===== config.mk =====
export PLATFORM = sky130hd
export DESIGN_NAME = rx_pulse_decoder_flat
export DESIGN_NICKNAME = d
export VERILOG_FILES = /design/src/rtl/rx_pulse_decoder_if.sv /design/src/rtl/rx_pulse_decoder.sv /design/src/flat_wrapper.sv
export SDC_FILE = /design/constraint.sdc
export NUM_CORES = 1
export LEC_CHECK = 0
export CAP_MARGIN = 20
export CELL_PAD_IN_SITES_DETAIL_PLACEMENT = 1
export CELL_PAD_IN_SITES_GLOBAL_PLACEMENT = 1
export CORE_ASPECT_RATIO = 2
export CORE_MARGIN = 3
export CORE_UTILIZATION = 49
export CTS_BUF_LIST = sky130_fd_sc_hd__clkbuf_2
export DETAILED_ROUTE_END_ITERATION = 10
export PLACE_DENSITY_LB_ADDON = 0.1
export RECOVER_POWER = 100
export SKIP_LAST_GASP = 1
export SLEW_MARGIN = 0
export SYNTH_ARGS = -nofsm -noshare
export SYNTH_HDL_FRONTEND = slang
export SYNTH_SLANG_ARGS = --single-unit

===== constraint.sdc =====
create_clock -name clk -period 3.52 [get_ports clk]
set_input_delay 0.352 -clock clk [delete_from_list [all_inputs] [get_ports clk]]
set_output_delay 0.352 -clock clk [all_outputs]
set_load 0.05 [all_outputs]

===== src/rtl/rx_pulse_decoder_if.sv =====
// rx_pulse_decoder_if: bundles the receiver pins and the decoded channel outputs.
//   rx_pwm          : raw receiver pins [0] throttle, [1] pitch, [2] roll, [3] yaw
//   *_offset        : decoded 8-bit offsets 0..40
//   link_ok         : per-channel valid-link flags
//   update          : per-channel one-clk commit strobes
// master = pin driver / offset consumer side, slave = decoder side.
interface rx_pulse_decoder_if;
    logic [3:0] rx_pwm;
    logic [7:0] throttle_offset;
    logic [7:0] pitch_offset;
    logic [7:0] roll_offset;
    logic [7:0] yaw_offset;
    logic [3:0] link_ok;
    logic [3:0] update;

    modport master (
        output rx_pwm,
        input  throttle_offset, pitch_offset, roll_offset, yaw_offset,
        input  link_ok, update
    );

    modport slave (
        input  rx_pwm,
        output throttle_offset, pitch_offset, roll_offset, yaw_offset,
        output link_ok, update
    );
endinterface


===== src/rtl/rx_pulse_decoder.sv =====
// rx_pulse_decoder: four-channel RC servo pulse decoder with per-channel timeout.
// Measures each channel's high time in ticks and maps it to an offset 0..40
// (20 = centre) using only counters; forces failsafe values on link loss.
// Ports:
//   clk  : system clock
//   rst  : synchronous active-high reset
//   bus  : rx_pulse_decoder_if.slave (rx_pwm in; offsets, link_ok, update out)
// Optional feature macro: RX_GLITCH_FILTER_EN adds a 3-sample majority filter
// after the synchronizer (rejects 1-clk glitches, +2 clk latency).
module rx_pulse_decoder #(
    parameter int unsigned CLK_DIV   = 50,
    parameter int unsigned MIN_VALID = 800,
    parameter int unsigned MAX_VALID = 2200,
    parameter int unsigned MIN_WIDTH = 1000,
    parameter int unsigned STEP      = 25,
    parameter int unsigned TIMEOUT   = 25000
) (
    input  logic               clk,
    input  logic               rst,
    rx_pulse_decoder_if.slave  bus
);

    localparam int unsigned NCH     = 4;
    localparam int unsigned DIV_W   = (CLK_DIV > 1) ? $clog2(CLK_DIV) : 1;
    localparam int unsigned WID_W   = $clog2(MAX_VALID + 2);
    localparam int unsigned STP_W   = $clog2(STEP + 1);
    localparam int unsigned TO_W    = $clog2(TIMEOUT + 1);
    localparam int unsigned ACC_W   = 6;
    localparam int unsigned OFS_W   = 8;
    localparam int unsigned ACC_MAX = 40;

    typedef enum logic [1:0] {
        ST_ARM,
        ST_LOW,
        ST_HIGH
    } state_e;

    function automatic logic [OFS_W-1:0] failsafe(input int ch);
        return (ch == 0) ? OFS_W'(0) : OFS_W'(20);
    endfunction

    // Prescaler
    logic [DIV_W-1:0] div_q, div_d;
    logic             tick_c;

    always_comb begin
        tick_c = (div_q == DIV_W'(CLK_DIV - 1));
        div_d  = tick_c ? '0 : div_q + DIV_W'(1);
    end

    // Input path: 2-flop sync, optional majority filter, registered edge detect
    logic [NCH-1:0] sync1_q, sync1_d, sync2_q, sync2_d;
    logic [NCH-1:0] prev_q, prev_d, rise_q, rise_d, fall_q, fall_d;
    logic [NCH-1:0] lvl_c;

`ifdef RX_GLITCH_FILTER_EN
    logic [NCH-1:0] hist1_q, hist1_d, hist2_q, hist2_d, filt_q, filt_d;

    always_comb begin
        hist1_d = sync2_q;
        hist2_d = hist1_q;
        filt_d  = (sync2_q & hist1_q) | (sync2_q & hist2_q) | (hist1_q & hist2_q);
    end

    // History resets high for the same reason as the synchronizer below
    always_ff @(posedge clk) begin
        if (rst) begin
            hist1_q <= '1;
            hist2_q <= '1;
            filt_q  <= '1;
        end else begin
            hist1_q <= hist1_d;
            hist2_q <= hist2_d;
            filt_q  <= filt_d;
        end
    end

    assign lvl_c = filt_q;
`else
    assign lvl_c = sync2_q;
`endif

    always_comb begin
        sync1_d = bus.rx_pwm;
        sync2_d = sync1_q;
        prev_d  = lvl_c;
        rise_d  = lvl_c & ~prev_q;
        fall_d  = ~lvl_c & prev_q;
    end

    // Pipeline resets to "high" so a pin already high at reset release never
    // looks like a rising edge and ARM only leaves once a real low is seen.
    always_ff @(posedge clk) begin
        if (rst) begin
            div_q   <= '0;
            sync1_q <= '1;
            sync2_q <= '1;
            prev_q  <= '1;
            rise_q  <= '0;
            fall_q  <= '0;
        end else begin
            div_q   <= div_d;
            sync1_q <= sync1_d;
            sync2_q <= sync2_d;
            prev_q  <= prev_d;
            rise_q  <= rise_d;
            fall_q  <= fall_d;
        end
    end

    // Per-channel state
    state_e           state_q [NCH];
    state_e           state_d [NCH];
    logic [WID_W-1:0] width_q [NCH];
    logic [WID_W-1:0] width_d [NCH];
    logic [STP_W-1:0] step_q  [NCH];
    logic [STP_W-1:0] step_d  [NCH];
    logic [ACC_W-1:0] acc_q   [NCH];
    logic [ACC_W-1:0] acc_d   [NCH];
    logic [TO_W-1:0]  to_q    [NCH];
    logic [TO_W-1:0]  to_d    [NCH];
    logic [OFS_W-1:0] ofs_q   [NCH];
    logic [OFS_W-1:0] ofs_d   [NCH];
    logic [NCH-1:0]   link_q, link_d, upd_q, upd_d, commit_c;

    // Next-state: pulse measurement FSM, mapping counters, commit and timeout
    always_comb begin
        link_d   = link_q;
        upd_d    = '0;
        commit_c = '0;
        for (int i = 0; i < NCH; i++) begin
            state_d[i] = state_q[i];
            width_d[i] = width_q[i];
            step_d[i]  = step_q[i];
            acc_d[i]   = acc_q[i];
            to_d[i]    = to_q[i];
            ofs_d[i]   = ofs_q[i];

            case (state_q[i])
                ST_ARM: begin
                    if (!prev_q[i]) state_d[i] = ST_LOW;
                end
                ST_LOW: begin
                    // The rise cycle's tick is the first tick of the pulse
                    if (rise_q[i]) begin
                        state_d[i] = ST_HIGH;
                        width_d[i] = tick_c ? WID_W'(1) : '0;
                        step_d[i]  = '0;
                        acc_d[i]   = '0;
                    end
                end
                ST_HIGH: begin
                    if (fall_q[i]) begin
                        state_d[i] = ST_LOW;
                        if (width_q[i] >= WID_W'(MIN_VALID) &&
                            width_q[i] <= WID_W'(MAX_VALID)) begin
                            commit_c[i] = 1'b1;
                        end
                    end else if (width_q[i] == WID_W'(MAX_VALID + 1)) begin
                        state_d[i] = ST_ARM;
                    end else if (tick_c) begin
                        width_d[i] = width_q[i] + WID_W'(1);
                        // One acc unit per STEP ticks spent at or above MIN_WIDTH
                        if (width_q[i] >= WID_W'(MIN_WIDTH) &&
                            acc_q[i] != ACC_W'(ACC_MAX)) begin
                            if (step_q[i] == STP_W'(STEP - 1)) begin
                                step_d[i] = '0;
                                acc_d[i]  = acc_q[i] + ACC_W'(1);
                            end else begin
                                step_d[i] = step_q[i] + STP_W'(1);
                            end
                        end
                    end
                end
                default: state_d[i] = ST_ARM;
            endcase

            // Commit takes priority over a coincident timeout expiry
            if (commit_c[i]) begin
                ofs_d[i]  = OFS_W'(acc_q[i]);
                link_d[i] = 1'b1;
                to_d[i]   = '0;
            end else if (tick_c && to_q[i] != TO_W'(TIMEOUT)) begin
                to_d[i] = to_q[i] + TO_W'(1);
                if (to_q[i] == TO_W'(TIMEOUT - 1)) begin
                    ofs_d[i]  = failsafe(i);
                    link_d[i] = 1'b0;
                end
            end
            upd_d[i] = commit_c[i];
        end
    end

    always_ff @(posedge clk) begin
        if (rst) begin
            for (int i = 0; i < NCH; i++) begin
                state_q[i] <= ST_ARM;
                width_q[i] <= '0;
                step_q[i]  <= '0;
                acc_q[i]   <= '0;
                to_q[i]    <= '0;
                ofs_q[i]   <= failsafe(i);
            end
            link_q <= '0;
            upd_q  <= '0;
        end else begin
            for (int i = 0; i < NCH; i++) begin
                state_q[i] <= state_d[i];
                width_q[i] <= width_d[i];
                step_q[i]  <= step_d[i];
                acc_q[i]   <= acc_d[i];
                to_q[i]    <= to_d[i];
                ofs_q[i]   <= ofs_d[i];
            end
            link_q <= link_d;
            upd_q  <= upd_d;
        end
    end

    assign bus.throttle_offset = ofs_q[0];
    assign bus.pitch_offset    = ofs_q[1];
    assign bus.roll_offset     = ofs_q[2];
    assign bus.yaw_offset      = ofs_q[3];
    assign bus.link_ok         = link_q;
    assign bus.update          = upd_q;

endmodule


===== src/flat_wrapper.sv =====
// flat-port wrapper written by rule: the top's interface ports become plain ports
module rx_pulse_decoder_flat 
#(
    parameter int unsigned CLK_DIV   = 50,
    parameter int unsigned MIN_VALID = 800,
    parameter int unsigned MAX_VALID = 2200,
    parameter int unsigned MIN_WIDTH = 1000,
    parameter int unsigned STEP      = 25,
    parameter int unsigned TIMEOUT   = 25000
)
  (clk, rst, bus_rx_pwm, bus_throttle_offset, bus_pitch_offset, bus_roll_offset, bus_yaw_offset, bus_link_ok, bus_update);
  rx_pulse_decoder_if bus_i ();
  input  logic clk;
  input  logic rst;
  input wire logic [$bits(bus_i.rx_pwm)-1:0] bus_rx_pwm;
  output wire logic [$bits(bus_i.throttle_offset)-1:0] bus_throttle_offset;
  output wire logic [$bits(bus_i.pitch_offset)-1:0] bus_pitch_offset;
  output wire logic [$bits(bus_i.roll_offset)-1:0] bus_roll_offset;
  output wire logic [$bits(bus_i.yaw_offset)-1:0] bus_yaw_offset;
  output wire logic [$bits(bus_i.link_ok)-1:0] bus_link_ok;
  output wire logic [$bits(bus_i.update)-1:0] bus_update;
  assign bus_i.rx_pwm = bus_rx_pwm;
  assign bus_throttle_offset = bus_i.throttle_offset;
  assign bus_pitch_offset = bus_i.pitch_offset;
  assign bus_roll_offset = bus_i.roll_offset;
  assign bus_yaw_offset = bus_i.yaw_offset;
  assign bus_link_ok = bus_i.link_ok;
  assign bus_update = bus_i.update;
  rx_pulse_decoder #(.CLK_DIV(CLK_DIV), .MIN_VALID(MIN_VALID), .MAX_VALID(MAX_VALID), .MIN_WIDTH(MIN_WIDTH), .STEP(STEP), .TIMEOUT(TIMEOUT)) u_core (.clk(clk), .rst(rst), .bus(bus_i));
endmodule

==> impl_metrics.py, run 1 <==
metrics = {
    "timing": {
        "fin_crit_sh_pct": 82.2,
        "slew_violations": 14,
        "tns_ns": 0,
        "worst_pin_slew_ns": 1.59,
        "period_minus_slack_ns": 2.89,
        "fin_worst_skew_ns": 0.0477,
        "maxSlewHeadroom_pct": -6.96,
        "fmax_mhz": 345,
        "hold_viol": 0,
        "finalSetupViolCount": 0,
        "rsz0062_at_grt": "false",
    },
    "clocking": {
        "post_cts_buffers": 0,
        "post_cts_resized": 0,
        "cts_buffer_depth": 3,
        "cts_root_buf": "clkbuf_2",
        "cts_buffers": 51,
        "cts.reportedPaths.clkPinSlew_ns": 0.12,
        "htreeDepth": 2,
        "cts_tree": "yes",
        "postCtsHoldBufs": 4,
        "clock-sinks": 218,
        "clk_latency_ns": 0.84,
    },
    "pwr": {
        "powerDensity_mw_per_mm2": 407,
        "pwr-share-seq_pct": 54.6,
        "internal-power_mw": 3.21,
        "leakage_nw": 4.24,
        "vdd_drop_max_mv": 0.358,
        "switching_power_mw": 1.42,
        "power.share.clock_pct": 33.7,
        "p_sw_share_pct": 30.7,
        "p_comb_share_pct": 11.7,
    },
    "logic_synthesis": {
        "avgSynthCellArea_sq_um": 8.55,
        "synth_edf_count": 0,
        "synth_area_leaders": "dfxtp_1, ha_1, nor2_1",
        "yosysSeqAreaShare_pct": 41.9,
        "synth-seq-cells": 218,
        "yosys_warnings": 0,
        "yosysTopAreaCell": "dfxtp_1",
        "syn_inst": 1218,
        "synthMostInstantiatedCell": "dfxtp_1",
        "syn_area_sq_mm": 0.0104,
        "async_flop_share_pct": 0,
        "synth_commonest_cells": "dfxtp_1, nor2_1, nand2_1",
        "ys.flop_type": "dfxtp_1",
        "synth_top_area_share_pct": 41.9,
        "netlist-cell-type-count": 67,
    },
    "detailed_routing": {
        "drt_iter0_drc": 237,
        "wl_microns": 25300,
        "viasPerCell": 5.61,
        "drc": 0,
        "via_count": 8876,
        "wl_per_cell_microns": 16.0,
        "firstDrtPassIters": 4,
        "antenna_left": 0,
    },
    "critical_path": {
        "cp.required_ns": 4.19,
        "path_max_fanout": 17,
        "critPathLaunchType": "flop",
        "critical_path_class": "flop to flop",
        "crit_path_end_kind": "flop",
        "arrival_ns": 3.57,
    },
    "finish": {
        "num-nets-final": 1339,
        "multiInputGateArea_sq_mm": 0.00552,
        "synthToLayoutAreaGrowth_pct": 9.18,
        "seq_area_sq_mm": 0.00436,
        "drive_above_1_share_pct": 8.13,
        "fillers": 2612,
        "design_area_sq_mm": 0.0114,
    },
    "global_route": {
        "grt_usage_pct": 22.8,
        "gr-total-overflow": 0,
        "grt_pass1_vias": 9459,
        "grt_max_degree": 50,
        "antenna_found_initial": 1,
        "grt_pass1_wl_microns": 43600,
    },
    "min_path": {
        "min_path_type": "input port to flop",
    },
    "floorplan": {
        "dieArea_sq_mm": 0.0232,
        "core.rowCount": 74,
        "io_pins": 46,
        "core_sq_mm": 0.0206,
        "start_util_pct": 50.5,
        "die_x_microns": 109,
        "die_h_microns": 212,
    },
    "placed_design": {
        "dp_hpwl_microns": 18500,
        "io_buffers": 37,
        "gp_congestion": 0.849,
        "place_area_sq_mm": 0.0110,
    },
    "run": {
        "maxCapViolCount": 1,
    },
    "run_status": {
        "outcome": "complete, but fails checks",
        "violations": "max-capacitance violations, max-slew violations",
    },
}
## cells in the final DEF, fill, tap and decap left out, drive strengths merged, types with 5 or more instances in the layout
master         n
clkinv        11
a211oi         5
or4            6
a21oi         67
nand4b         6
nor2         163
inv           73
nor3          41
or2           18
nand3         56
and2           9
o31a           5
a22o          18
a22oi          6
xnor2         47
nand2b         8
dfxtp        218
dlygate4sd3   36
conb           8
mux2i          6
ha            51
clkbuf        84
xor2          56
and3          21
nor4bb         8
or3           25
nor4b          6
and4           6
o21ai         45
nor4           8
nand2         91
nand4         47
nor3b          7
## logic make-up (layout without fill, tap and decap cells)
| kind of cell | count (synthesis) | in the layout | synth area share (%) |
|---|---|---|---|
| xor+xnor | 103 | 103 | 8.66 |
| simple gates | 535 | 535 | 26.7 |
| compound gates | 183 | 183 | 11.2 |
| other cells | 1 | 9 | 0.0360 |
| flops | 218 | 218 | 41.9 |
| fa+ha+maj | 51 | 51 | 6.12 |
| mux | 6 | 6 | 0.576 |
| buf+inv | 121 | 212 | 4.86 |
## stage by stage
stage / worst slack (ns) / cells / hold WS, ns / power (mW) / utilization [%]
2_1_floorplan: 1.53 / 1225 / 0.389 / 2.99 / -
3_3_place_gp: 1.01 / 1491 / 0.393 / 3.11 / 53.3
3_5_place_dp: 0.944 / 1491 / 0.395 / 3.13 / 53.3
4_1_cts: 0.942 / 1582 / 0.0213 / 4.73 / 55.5
5_1_grt: 0.421 / 1583 / 0.0124 / 4.92 / 55.1
6_report: 0.625 / 1583 / 0.121 / 4.63 / 55.1
## worst paths after layout
kind                                                    from                          endpoint  slack (ns)  depth (start not counted)
worst max-delay path              u_core.div_q[3]$_SDFF_PP0_  u_core.acc_q[0][11]$_SDFFE_PP0P_        0.63                          7
worst min-delay path                           bus_rx_pwm[2]      u_core.sync1_q[2]$_SDFF_PP1_        0.12                          2
worst max register to register    u_core.div_q[3]$_SDFF_PP0_  u_core.acc_q[0][11]$_SDFFE_PP0P_        0.63                          7
worst min register to register  u_core.sync1_q[0]$_SDFF_PP1_        u_core.lvl_c[0]$_SDFF_PP1_        0.42                          1
## registers in the layout, summed over array words and instances, names as in the netlist
name                cells
u_core.to_q            60
u_core.width_q         48
u_core.acc_q           24
u_core.ofs_q           24
u_core.step_q          20
u_core.state_q          8
u_core.div_q            6
u_core.bus.link_ok      4
u_core.bus.update       4
u_core.fall_q           4
u_core.lvl_c            4
u_core.prev_q           4
u_core.rise_q           4
u_core.sync1_q          4
## cell type report
type / instances / share of cell area, %
clock inverters: 11 / 0.385
inverters: 73 / 2.41
diodes: 1 / 0.0220
clock buffers: 76 / 3.34
repair buffers: 52 / 4.06
multi-input cells: 886 / 48.5
flip-flops and latches: 218 / 38.4
well taps: 266 / 2.93
## layer usage
layer	track usage (%)	routed length, microns	vias to the layer above
met4	8.98	856	0
met5	0	0	-
met2	45.0	14300	126
met1	22.6	9310	4331
met3	4.04	763	65
li1	-	-	4354
## worst max-delay path, cell delays in order, from the launching register on
cell      delay (ns)
dfxtp_1         0.35
nor4bb_1        0.28
buf_4           0.19
nand2_1         0.42
o41a_1          0.83
nor4b_1         0.48
xnor2_1         0.17
nor2_1          0.06
## power by group through the flow
| stage | clock network, mW | registers (mW) | logic [mW] |
|---|---|---|---|
| floorplan | 0 | 2.58 | 0.412 |
| global placement | 0 | 2.58 | 0.531 |
| detailed placement | 0 | 2.59 | 0.549 |
| CTS | 1.64 | 2.53 | 0.558 |
| global route | 1.76 | 2.54 | 0.624 |
| finish | 1.56 | 2.53 | 0.540 |
Note: power is estimated with default switching activity, not from simulation.
==> run 2: changes to the inputs <==
--- a/config.mk
+++ b/config.mk
@@ -10,7 +10,7 @@
 export CELL_PAD_IN_SITES_GLOBAL_PLACEMENT = 1
 export CORE_ASPECT_RATIO = 2
 export CORE_MARGIN = 3
-export CORE_UTILIZATION = 49
+export CORE_UTILIZATION = 48
 export CTS_BUF_LIST = sky130_fd_sc_hd__clkbuf_2
 export DETAILED_ROUTE_END_ITERATION = 10
 export PLACE_DENSITY_LB_ADDON = 0.1
==> constraint.sdc (replaced) <==
create_clock -name clk -period 3 [get_ports clk]
set_input_delay 0.3 -clock clk [delete_from_list [all_inputs] [get_ports clk]]
set_output_delay 0.3 -clock clk [all_outputs]
set_load 0.05 [all_outputs]
==> run 2 against run 1 <==
Net effect:
- the flow now finishes without violations
- wire length about the same
- final area increased by 0.24%
- worst setup slack got worse by 0.35 ns
- fmax increased by 6.2%
- first-iteration DRC count decreased by 0.84%
- clock skew increased by 0.018 ns
- register-to-register slack got worse by 0.35 ns
- clock-buffer cell count decreased by 6
- utilization decreased by 1.1 points
- critical path type unchanged
- critical endpoint is now u_core.step_q[0][3]$_SDFFE_PP0P_
- largest power group unchanged
==> impl_metrics.py, run 2 (synthesis gave the netlist of run 1 again) <==
metrics = {
    "min_path": {
        "whs_endpoint": "u_core.sync1_q[2]$_SDFF_PP1_",
        "hold_path_depth": 2,
        "min-delay-start": "bus_rx_pwm[2]",
        "min_path_type": "input port to flop",
    },
    "critical_path": {
        "crit_chain": "nor4bb_2 -> clkbuf_1 -> and2_1 -> a41o_2 -> nand2_1 -> or4_1 -> a21oi_1",
        "critPathBufInv": 1,
        "reg2reg_to": "u_core.step_q[0][3]$_SDFFE_PP0P_",
        "crit_path_end_kind": "flop",
        "crit_family": "simple AND/OR/NAND/NOR gates",
        "worst_r2r_path_depth": 7,
        "max_stage_delay_ns": 0.52,
        "critPathLaunchType": "flop",
        "cp.depth": 7,
        "reg2reg_slack_ns": 0.28,
        "reg2reg_from": "u_core.div_q[2]$_SDFF_PP0_",
        "critical_path_class": "flop to flop",
        "crit_path_top_delay_cell": "or4_1",
        "cp.required_ns": 3.75,
        "arrival_ns": 3.47,
        "path_max_fanout": 10,
    },
    "floorplan": {
        "core.rowCount": 75,
        "die_x_microns": 110,
        "io_pins": 46,
        "dieArea_sq_mm": 0.0236,
        "die_h_microns": 214,
        "start_util_pct": 49.3,
        "core_sq_mm": 0.0211,
    },
    "detailed_routing": {
        "drc": 0,
        "firstDrtPassIters": 4,
        "wl_per_cell_microns": 15.9,
        "antenna_left": 0,
        "viasPerCell": 5.56,
        "drt_iter0_drc": 235,
        "via_count": 8841,
        "wl_microns": 25300,
    },
    "timing": {
        "period_minus_slack_ns": 2.72,
        "rsz0062_at_grt": "false",
        "fin_worst_skew_ns": 0.0658,
        "hold_viol": 0,
        "worst_pin_slew_ns": 1.20,
        "slew_violations": 0,
        "maxSlewHeadroom_pct": 19.7,
        "fmax_mhz": 367,
        "tns_ns": 0,
        "finalSetupViolCount": 0,
        "fin_crit_sh_pct": 90.8,
    },
    "global_route": {
        "grt_pass1_wl_microns": 43500,
        "antenna_found_initial": 1,
        "grt_pass1_vias": 9399,
        "gr-total-overflow": 0,
        "grt_max_degree": 50,
        "grt_usage_pct": 22.2,
    },
    "clocking": {
        "htreeDepth": 2,
        "cts.reportedPaths.clkPinSlew_ns": 0.11,
        "cts_buffer_depth": 3,
        "clock-sinks": 218,
        "clk_latency_ns": 0.85,
        "cts_root_buf": "clkbuf_2",
        "cts_buffers": 50,
        "cts_tree": "yes",
    },
    "placed_design": {
        "io_buffers": 37,
        "dp_hpwl_microns": 18400,
        "place_area_sq_mm": 0.0111,
        "gp_congestion": 0.805,
    },
    "finish": {
        "top_regs": "u_core.to_q: 60 flops, u_core.width_q: 48 flops",
        "fillers": 2613,
        "design_area_sq_mm": 0.0114,
        "seq_area_sq_mm": 0.00436,
        "largest_register_ffs": 60,
        "synthToLayoutAreaGrowth_pct": 9.44,
        "layout_commonest_cell": "dfxtp_1",
        "num-nets-final": 1346,
        "multiInputGateArea_sq_mm": 0.00553,
        "top_register": "u_core.to_q",
        "drive_above_1_share_pct": 7.81,
        "final_cell_mix": "dfxtp_1, nor2_1, nand2_1",
    },
    "run_status": {
        "outcome": "complete, no violations",
    },
    "pwr": {
        "leakage_nw": 4.25,
        "vdd_drop_max_mv": 0.297,
        "total_power_mw": 5.39,
        "powerDensity_mw_per_mm2": 472,
    },
    "run": {
        "maxCapViolCount": 0,
    },
}
run 2: cell count changes in the layout (fill, tap and decap cells not counted), moves of 2 or more:
| cell | change |
|---|---|
| or2_0 | +2 |
| clkbuf_2 | -6 |
| buf_4 | +2 |
| or2_2 | -2 |
| o21ai_1 | +2 |
| clkbuf_1 | +6 |
| o21ai_0 | -2 |
run 2: cell type report:
| cell class | count | share of cell area, % |
|---|---|---|
| inverter | 73 | 2.40 |
| sequential | 218 | 38.3 |
| timing repair buffer | 60 | 4.38 |
| antenna | 1 | 0.0219 |
| clock buffer | 70 | 3.07 |
| tap | 269 | 2.95 |
| clock inverter | 12 | 0.406 |
| multi-input combinational | 886 | 48.5 |
run 2: worst max-delay path by stage:
stage / from / endpoint / slack [ns]
2_1_floorplan: u_core.div_q[3]$_SDFF_PP0_ / u_core.acc_q[0][10]$_SDFFE_PP0P_ / 1.01
3_3_place_gp: u_core.div_q[3]$_SDFF_PP0_ / u_core.acc_q[0][7]$_SDFFE_PP0P_ / 0.39
3_5_place_dp: u_core.div_q[3]$_SDFF_PP0_ / u_core.acc_q[0][7]$_SDFFE_PP0P_ / 0.30
4_1_cts: u_core.div_q[2]$_SDFF_PP0_ / u_core.acc_q[0][7]$_SDFFE_PP0P_ / 0.18
5_1_grt: u_core.div_q[2]$_SDFF_PP0_ / u_core.step_q[0][3]$_SDFFE_PP0P_ / 0.08
6_report: u_core.div_q[2]$_SDFF_PP0_ / u_core.step_q[0][3]$_SDFFE_PP0P_ / 0.28
run 2: per-stage QoR:
stage / hold slack [ns] / cells / worst slack (ns) / utilization [%]
after floorplan: 0.389 / 1225 / 1.01 / -
after global placement: 0.405 / 1502 / 0.395 / 52.4
after detailed placement: 0.402 / 1502 / 0.301 / 52.4
after CTS: 0.0457 / 1588 / 0.178 / 54.5
after global routing: 0.0429 / 1589 / 0.0819 / 54.0
final: 0.140 / 1589 / 0.275 / 54.0
run 2: where the power goes:
group | switching, mW | total, mW | internal (mW)
clock | 1.16 | 1.78 | 0.617
sequential | 0.0346 | 2.97 | 2.93
combinational | 0.463 | 0.645 | 0.181
total | 1.66 | 5.39 | 3.73
run 2: timing repair:
item,4_1_cts,5_1_grt
endpoints found under the setup margin,0,1
resized for setup,0,1
endpoints found under the hold margin,22,0
hold buffers,4,0
buffers inserted,0,0
run 2: routing by layer:
layer / GRT usage, % / share of wire [%]
met5: 0 / 0
met4: 8.71 / 2.9
met3: 4.37 / 2.8
met2: 42.9 / 57
met1: 22.2 / 37
==> run 3: changes to the inputs <==
--- a/config.mk
+++ b/config.mk
@@ -16,7 +16,7 @@
 export PLACE_DENSITY_LB_ADDON = 0.1
 export RECOVER_POWER = 100
 export SKIP_LAST_GASP = 1
-export SLEW_MARGIN = 0
+export SLEW_MARGIN = 20
 export SYNTH_ARGS = -nofsm -noshare
 export SYNTH_HDL_FRONTEND = slang
 export SYNTH_SLANG_ARGS = --single-unit
==> results of run 3 <==
No change in the layout: final DEF, timing and power equal those of run 2.
